[config.mk]
export PLATFORM = sky130hd
export DESIGN_NAME = jk_excitation_sequencer_flat
export DESIGN_NICKNAME = d
export VERILOG_FILES = /design/src/rtl/jk_excitation_sequencer_if.sv /design/src/rtl/jk_excitation_sequencer.sv /design/src/flat_wrapper.sv
export SDC_FILE = /design/constraint.sdc
export NUM_CORES = 1
export LEC_CHECK = 0
export CAP_MARGIN = 20
export CORE_MARGIN = 1.5
export CORE_UTILIZATION = 58
export CTS_BUF_LIST = sky130_fd_sc_hd__clkbuf_8
export CTS_CLUSTER_SIZE = 10
export DETAILED_ROUTE_END_ITERATION = 7
export GPL_ROUTABILITY_DRIVEN = 1
export PLACE_DENSITY = 0.9
export SYNTH_ARGS = -nofsm -noshare
export SYNTH_HDL_FRONTEND = slang
export SYNTH_SLANG_ARGS = --single-unit
[constraint.sdc]
create_clock -name clk -period 4.95 [get_ports clk]
set_clock_uncertainty 0.1 [all_clocks]
set_input_delay 0.99 -clock clk [delete_from_list [all_inputs] [get_ports clk]]
set_output_delay 0.99 -clock clk [all_outputs]
set_load 0.02 [all_outputs]
[src/rtl/jk_excitation_sequencer_if.sv]
// Target stream and JK bank connection for the excitation sequencer.
// The sequencer takes the slave side; the environment (bank and producer) takes the master side.
interface jk_excitation_sequencer_if #(
    parameter int WIDTH = 4
);
    logic [WIDTH-1:0] tgt_data;
    logic             tgt_valid;
    logic             tgt_ready;
    logic [WIDTH-1:0] q_fb;
    logic [WIDTH-1:0] j;
    logic [WIDTH-1:0] k;

    modport master (
        output tgt_data, tgt_valid, q_fb,
        input  tgt_ready, j, k
    );

    modport slave (
        input  tgt_data, tgt_valid, q_fb,
        output tgt_ready, j, k
    );
endinterface

[src/rtl/jk_excitation_sequencer.sv]
// Drives an external JK flip-flop bank through a queue of target words.
// Each target gets one cycle of J/K excitation followed by a Q read-back check.
module jk_excitation_sequencer #(
    parameter int WIDTH = 4,
    parameter int DEPTH = 4,
    parameter int XMODE = 0
) (
    input  logic                     clk,
    input  logic                     rst,
    jk_excitation_sequencer_if.slave bus,
    output logic                     o_busy,
    output logic [$clog2(DEPTH):0]   o_count,
    output logic                     o_done,
    output logic                     o_err,
    output logic [WIDTH-1:0]         o_err_bits
);
    localparam int AW = $clog2(DEPTH);
    localparam int CW = AW + 1;
    localparam logic [CW-1:0] FULL = CW'(DEPTH);

    typedef enum logic [1:0] {IDLE, APPLY, CHECK, HALT} state_t;

    state_t           r_state;
    state_t           w_state_nxt;
    logic [WIDTH-1:0] r_mem [DEPTH];
    logic [AW-1:0]    r_wptr;
    logic [AW-1:0]    r_rptr;
    logic [CW-1:0]    r_count;
    logic [WIDTH-1:0] r_tgt;
    logic [WIDTH-1:0] r_j;
    logic [WIDTH-1:0] r_k;
    logic             r_done;
    logic             r_err;
    logic [WIDTH-1:0] r_err_bits;

    logic             w_push;
    logic             w_pop;
    logic             w_match;
    logic             w_done_nxt;
    logic             w_err_set;
    logic [WIDTH-1:0] w_head;
    logic [WIDTH-1:0] w_j_nxt;
    logic [WIDTH-1:0] w_k_nxt;

    assign w_head        = r_mem[r_rptr];
    assign bus.tgt_ready = (r_count != FULL);
    assign w_push        = bus.tgt_valid & bus.tgt_ready;
    assign w_match       = (bus.q_fb == r_tgt);

    assign bus.j      = r_j;
    assign bus.k      = r_k;
    assign o_busy     = (r_state != IDLE);
    assign o_count    = r_count;
    assign o_done     = r_done;
    assign o_err      = r_err;
    assign o_err_bits = r_err_bits;

    always_comb begin
        w_state_nxt = r_state;
        w_pop       = 1'b0;
        w_done_nxt  = 1'b0;
        w_err_set   = 1'b0;
        case (r_state)
            IDLE: begin
                if (r_count != '0) begin
                    w_pop       = 1'b1;
                    w_state_nxt = APPLY;
                end
            end
            APPLY: w_state_nxt = CHECK;
            CHECK: begin
                if (w_match) begin
                    w_done_nxt  = 1'b1;
                    w_state_nxt = IDLE;
                end else begin
                    w_err_set   = 1'b1;
                    w_state_nxt = HALT;
                end
            end
            HALT:    w_state_nxt = HALT;
            default: w_state_nxt = IDLE;
        endcase
    end

    // Closed forms of the excitation table; XMODE picks how the X entries resolve.
    always_comb begin
        w_j_nxt = '0;
        w_k_nxt = '0;
        for (int unsigned i = 0; i < WIDTH; i++) begin
            if (XMODE == 0) begin
                w_j_nxt[i] = ~bus.q_fb[i] & w_head[i];
                w_k_nxt[i] = bus.q_fb[i] & ~w_head[i];
            end else begin
                w_j_nxt[i] = bus.q_fb[i] | w_head[i];
                w_k_nxt[i] = ~(bus.q_fb[i] & w_head[i]);
            end
        end
    end

    always_ff @(posedge clk) begin
        if (w_push) begin
            r_mem[r_wptr] <= bus.tgt_data;
        end
    end

    always_ff @(posedge clk or posedge rst) begin
        if (rst) begin
            r_wptr  <= '0;
            r_rptr  <= '0;
            r_count <= '0;
        end else begin
            if (w_push) begin
                r_wptr <= r_wptr + 1'b1;
            end
            if (w_pop) begin
                r_rptr <= r_rptr + 1'b1;
            end
            case ({w_push, w_pop})
                2'b10:   r_count <= r_count + 1'b1;
                2'b01:   r_count <= r_count - 1'b1;
                default: r_count <= r_count;
            endcase
        end
    end

    // J/K are loaded only on the pop, so they are non-zero exactly during APPLY.
    always_ff @(posedge clk or posedge rst) begin
        if (rst) begin
            r_state    <= IDLE;
            r_tgt      <= '0;
            r_j        <= '0;
            r_k        <= '0;
            r_done     <= 1'b0;
            r_err      <= 1'b0;
            r_err_bits <= '0;
        end else begin
            r_state <= w_state_nxt;
            r_j     <= w_pop ? w_j_nxt : '0;
            r_k     <= w_pop ? w_k_nxt : '0;
            r_done  <= w_done_nxt;
            if (w_pop) begin
                r_tgt <= w_head;
            end
            if (w_err_set) begin
                r_err      <= 1'b1;
                r_err_bits <= bus.q_fb ^ r_tgt;
            end
        end
    end
endmodule
[src/flat_wrapper.sv]
// flat-port wrapper written by rule: the top's interface ports become plain ports
module jk_excitation_sequencer_flat 
#(
    parameter int WIDTH = 4,
    parameter int DEPTH = 4,
    parameter int XMODE = 0
)
  (clk, rst, o_busy, o_count, o_done, o_err, o_err_bits, bus_tgt_data, bus_tgt_valid, bus_q_fb, bus_tgt_ready, bus_j, bus_k);
  jk_excitation_sequencer_if #(.WIDTH(WIDTH)) bus_i ();
  input  logic clk;
  input  logic rst;
  output logic o_busy;
  output logic [$clog2(DEPTH):0] o_count;
  output logic o_done;
  output logic o_err;
  output logic [WIDTH-1:0] o_err_bits;
  input wire logic [$bits(bus_i.tgt_data)-1:0] bus_tgt_data;
  input wire logic [$bits(bus_i.tgt_valid)-1:0] bus_tgt_valid;
  input wire logic [$bits(bus_i.q_fb)-1:0] bus_q_fb;
  output wire logic [$bits(bus_i.tgt_ready)-1:0] bus_tgt_ready;
  output wire logic [$bits(bus_i.j)-1:0] bus_j;
  output wire logic [$bits(bus_i.k)-1:0] bus_k;
  assign bus_i.tgt_data = bus_tgt_data;
  assign bus_i.tgt_valid = bus_tgt_valid;
  assign bus_i.q_fb = bus_q_fb;
  assign bus_tgt_ready = bus_i.tgt_ready;
  assign bus_j = bus_i.j;
  assign bus_k = bus_i.k;
  jk_excitation_sequencer #(.WIDTH(WIDTH), .DEPTH(DEPTH), .XMODE(XMODE)) u_core (.clk(clk), .rst(rst), .bus(bus_i), .o_busy(o_busy), .o_count(o_count), .o_done(o_done), .o_err(o_err), .o_err_bits(o_err_bits));
endmodule
==> flow_metrics.py <==
metrics = {
    "clock_tree": {
        "clk_latency_ns": 0.29,
        "cts_sinks": 43,
        "cts_tree": "built",
        "max-clock-path-buffers": 2,
        "ctsResizeCount": 0,
        "cts_max_level": 2,
        "cts_hold_buf": 0,
        "cts-root-buf": "clkbuf_8",
        "post_cts_buffers": 0,
        "cts_inserted_buffers": 5,
        "path_clk_slew_ns": 0.07,
    },
    "timing": {
        "slew_violations": 0,
        "grt_setup_unrepaired": "no",
        "final.setup.tns_ns": 0,
        "max_freq_ghz": 0.357,
        "period_needed_ns": 2.80,
        "slew_headroom_pct": 63.4,
        "timing.final.ws_setup_ns": 2.15,
        "setup_violations": 0,
        "hold_viol": 0,
        "max_slew.worst_pin.slew_ns": 0.545,
        "post-route-period-util_pct": 56.5,
    },
    "setup_path": {
        "path_delay_family": "buffers and inverters",
        "cp-end-kind": "output pin",
        "path_max_fanout": 6,
        "critPathKind": "reg2out",
        "startpoint_type": "flop",
        "critical_path_arrival_ns": 1.71,
        "cp_slowest_stage_delay_ns": 0.55,
        "crit_buf_inv": 1,
        "cp_slowest_cell": "clkdlybuf4s50_1",
        "crit_chain": "or3b_4 -> clkdlybuf4s50_1",
        "cp.required_ns": 3.86,
    },
    "global_route": {
        "use_met1_pct": 24.1,
        "grt_max_degree": 28,
        "gr-total-overflow": 0,
        "grtUsageMet2_pct": 29.4,
        "antenna_found_initial": 0,
        "first_global_vias": 1013,
        "grt_pass1_wl_mm": 4.69,
        "gr-usage-met3_pct": 7.25,
        "grt.total_usage_pct": 19.8,
        "top_usage_layer": "met2",
    },
    "placement": {
        "dp_hpwl_mm": 2.09,
        "post-place-ws_ns": 2.05,
        "portBuffers": 29,
        "place_congestion": 0.785,
    },
    "pwr": {
        "total_power_uw": 872,
        "leakage_uw": 0.000926,
        "p_per_area_mw_per_mm2": 395,
        "peakVddDrop_uv": 406,
    },
    "layout": {
        "diodes": 0,
        "final_cell_mix": "29 x clkdlybuf4s50_1, 27 x dfrtp_1, 16 x inv_1, 16 x edfxtp_1",
        "nFillCells": 179,
        "multi_input_area_sq_um": 566,
        "layout_commonest_cell": "clkdlybuf4s50_1",
        "final_util_pct": 77.4,
        "nets": 172,
        "area_growth_pct": 23.1,
        "drive_gt1_share_pct": 11.5,
        "regArea_sq_mm": 0.00116,
    },
    "job": {
        "maxCapViolCount": 0,
    },
    "yosys": {
        "synth.area.mux_share_pct": 8.93,
        "synthCells": 121,
        "ys_seq_area_share_pct": 64.5,
        "ys_seq_elements": 43,
        "synth_area_sq_mm": 0.00179,
        "synthDistinctLibCells": 30,
        "ys_warn_count": 0,
        "synthesis.nets": 138,
        "synth_top_family_by_area": "multiplexers",
        "yosys.area_share.simple_pct": 8.65,
        "synth_compound_area_share_pct": 4.47,
        "synth_fa_ha_area_share_pct": 4.61,
        "syn_avg_cell_area_sq_um": 14.8,
        "synth_xor_area_share_pct": 4.88,
    },
    "die": {
        "num_rows": 19,
        "die-area_sq_mm": 0.00343,
        "design.portCount": 30,
        "core_sq_mm": 0.00285,
        "dieWidth_microns": 58.6,
        "die_h_microns": 58.6,
        "start_util_pct": 62.9,
    },
    "drt": {
        "wl_mm": 2.96,
        "ant_nets": 0,
        "viasPerCell": 5.61,
        "first_pass_iters": 5,
        "routedWlPerCell_microns": 15.8,
        "drt_iter0_markers": 17,
        "vias": 1049,
        "drc": 0,
    },
    "worst_hold_path": {
        "min_path_type": "reg2reg",
    },
    "status": {
        "status": "complete, no violations",
    },
}
[through the flow]
stage	area, sq um	std cells	hold slack (ns)
after CTS	2180	186	0.380
after floorplan	1790	121	0.364
after global routing	2210	187	0.428
after global placement	2100	178	0.360
after detailed placement	2100	178	0.361
final	2210	187	0.397
[cell families after synthesis]
| family | count (synthesis) |
|---|---|
| AOI/OAI and AO/OA | 13 |
| xor gates and xnor gates | 10 |
| adders and majority gates | 6 |
| buffers and inverters | 16 |
| DFF | 43 |
| muxes | 10 |
| and+or+nand+nor | 23 |
[path summary, 6_finish.rpt]
| kind | start | endpoint | slack [ns] | depth (start not counted) |
|---|---|---|---|---|
| setup / recovery | u_core.o_count[0]$_DFFE_PP0P_ | bus_tgt_ready | 2.15 | 2 |
| hold / removal | u_core.r_state[0]$_DFFE_PP0P_ | u_core.r_state[1]$_DFFE_PP0P_ | 0.40 | 1 |
| setup reg to reg | u_core.o_count[0]$_DFFE_PP0P_ | u_core.o_count[2]$_DFFE_PP0P_ | 2.65 | 9 |
| hold reg to reg | u_core.r_state[0]$_DFFE_PP0P_ | u_core.r_state[1]$_DFFE_PP0P_ | 0.40 | 1 |
| max in group asynchronous | rst | u_core.o_err_bits[2]$_DFFE_PP0P_ | 3.58 | 3 |
| min in group asynchronous | rst | u_core.o_err$_DFFE_PP0P_ | 0.80 | 2 |
[flip-flops by register name (all words and copies together), names as in the netlist]
register / count
u_core.r_rptr: 2
u_core.bus.k: 4
u_core.o_err: 1
u_core.o_count: 3
u_core.bus.j: 4
u_core.o_done: 1
u_core.r_tgt: 4
u_core.r_state: 2
u_core.r_mem: 16
u_core.r_wptr: 2
u_core.o_err_bits: 4
[metal layers]
| layer | up-vias | wire length (microns) |
|---|---|---|
| met2 | 37 | 1430 |
| li1 | 498 | - |
| met3 | 10 | 166 |
| met5 | - | 0 |
| met1 | 504 | 1240 |
| met4 | 0 | 114 |
[synthesized netlist by cell type, drive strengths merged]
master	instances	area, sq um
clkbuf	1	3.75
edfxtp	16	480
mux4	4	90.1
and2	1	8.76
fa	1	20.0
mux2i	1	10.0
ha	5	62.6
xnor2	8	70.1
a21o	1	7.51
nand2b	1	6.26
nand3	1	5.00
nand2	1	6.26
and3	4	25.0
a31oi	4	25.0
buf	2	18.8
mux2	5	60.1
or3	1	6.26
o22ai	4	25.0
or3b	1	11.3
nor3b	8	60.1
dfrtp	27	676
a21oi	3	15.0
nand4	1	6.26
nor2	3	11.3
xor2	2	17.5
and4	1	8.76
inv	13	48.8
o21bai	1	7.51
[where the power goes]
group | leakage (uW) | internal (uW) | switching [uW] | total, uW
registers | 0.000487 | 424 | 31.8 | 456
clock network | 0.0000519 | 93.9 | 109 | 203
logic | 0.000386 | 104 | 109 | 213
[area by class of cell]
cell class	count	share of cell area, %
clock inverters	3	0.510
inverters	13	2.21
flip-flops and latches	43	52.4
repair buffers	30	14.4
well taps	31	1.76
multi-input cells	62	25.6
clock buffers	5	3.12
Note: power is estimated with default switching activity, not from simulation.
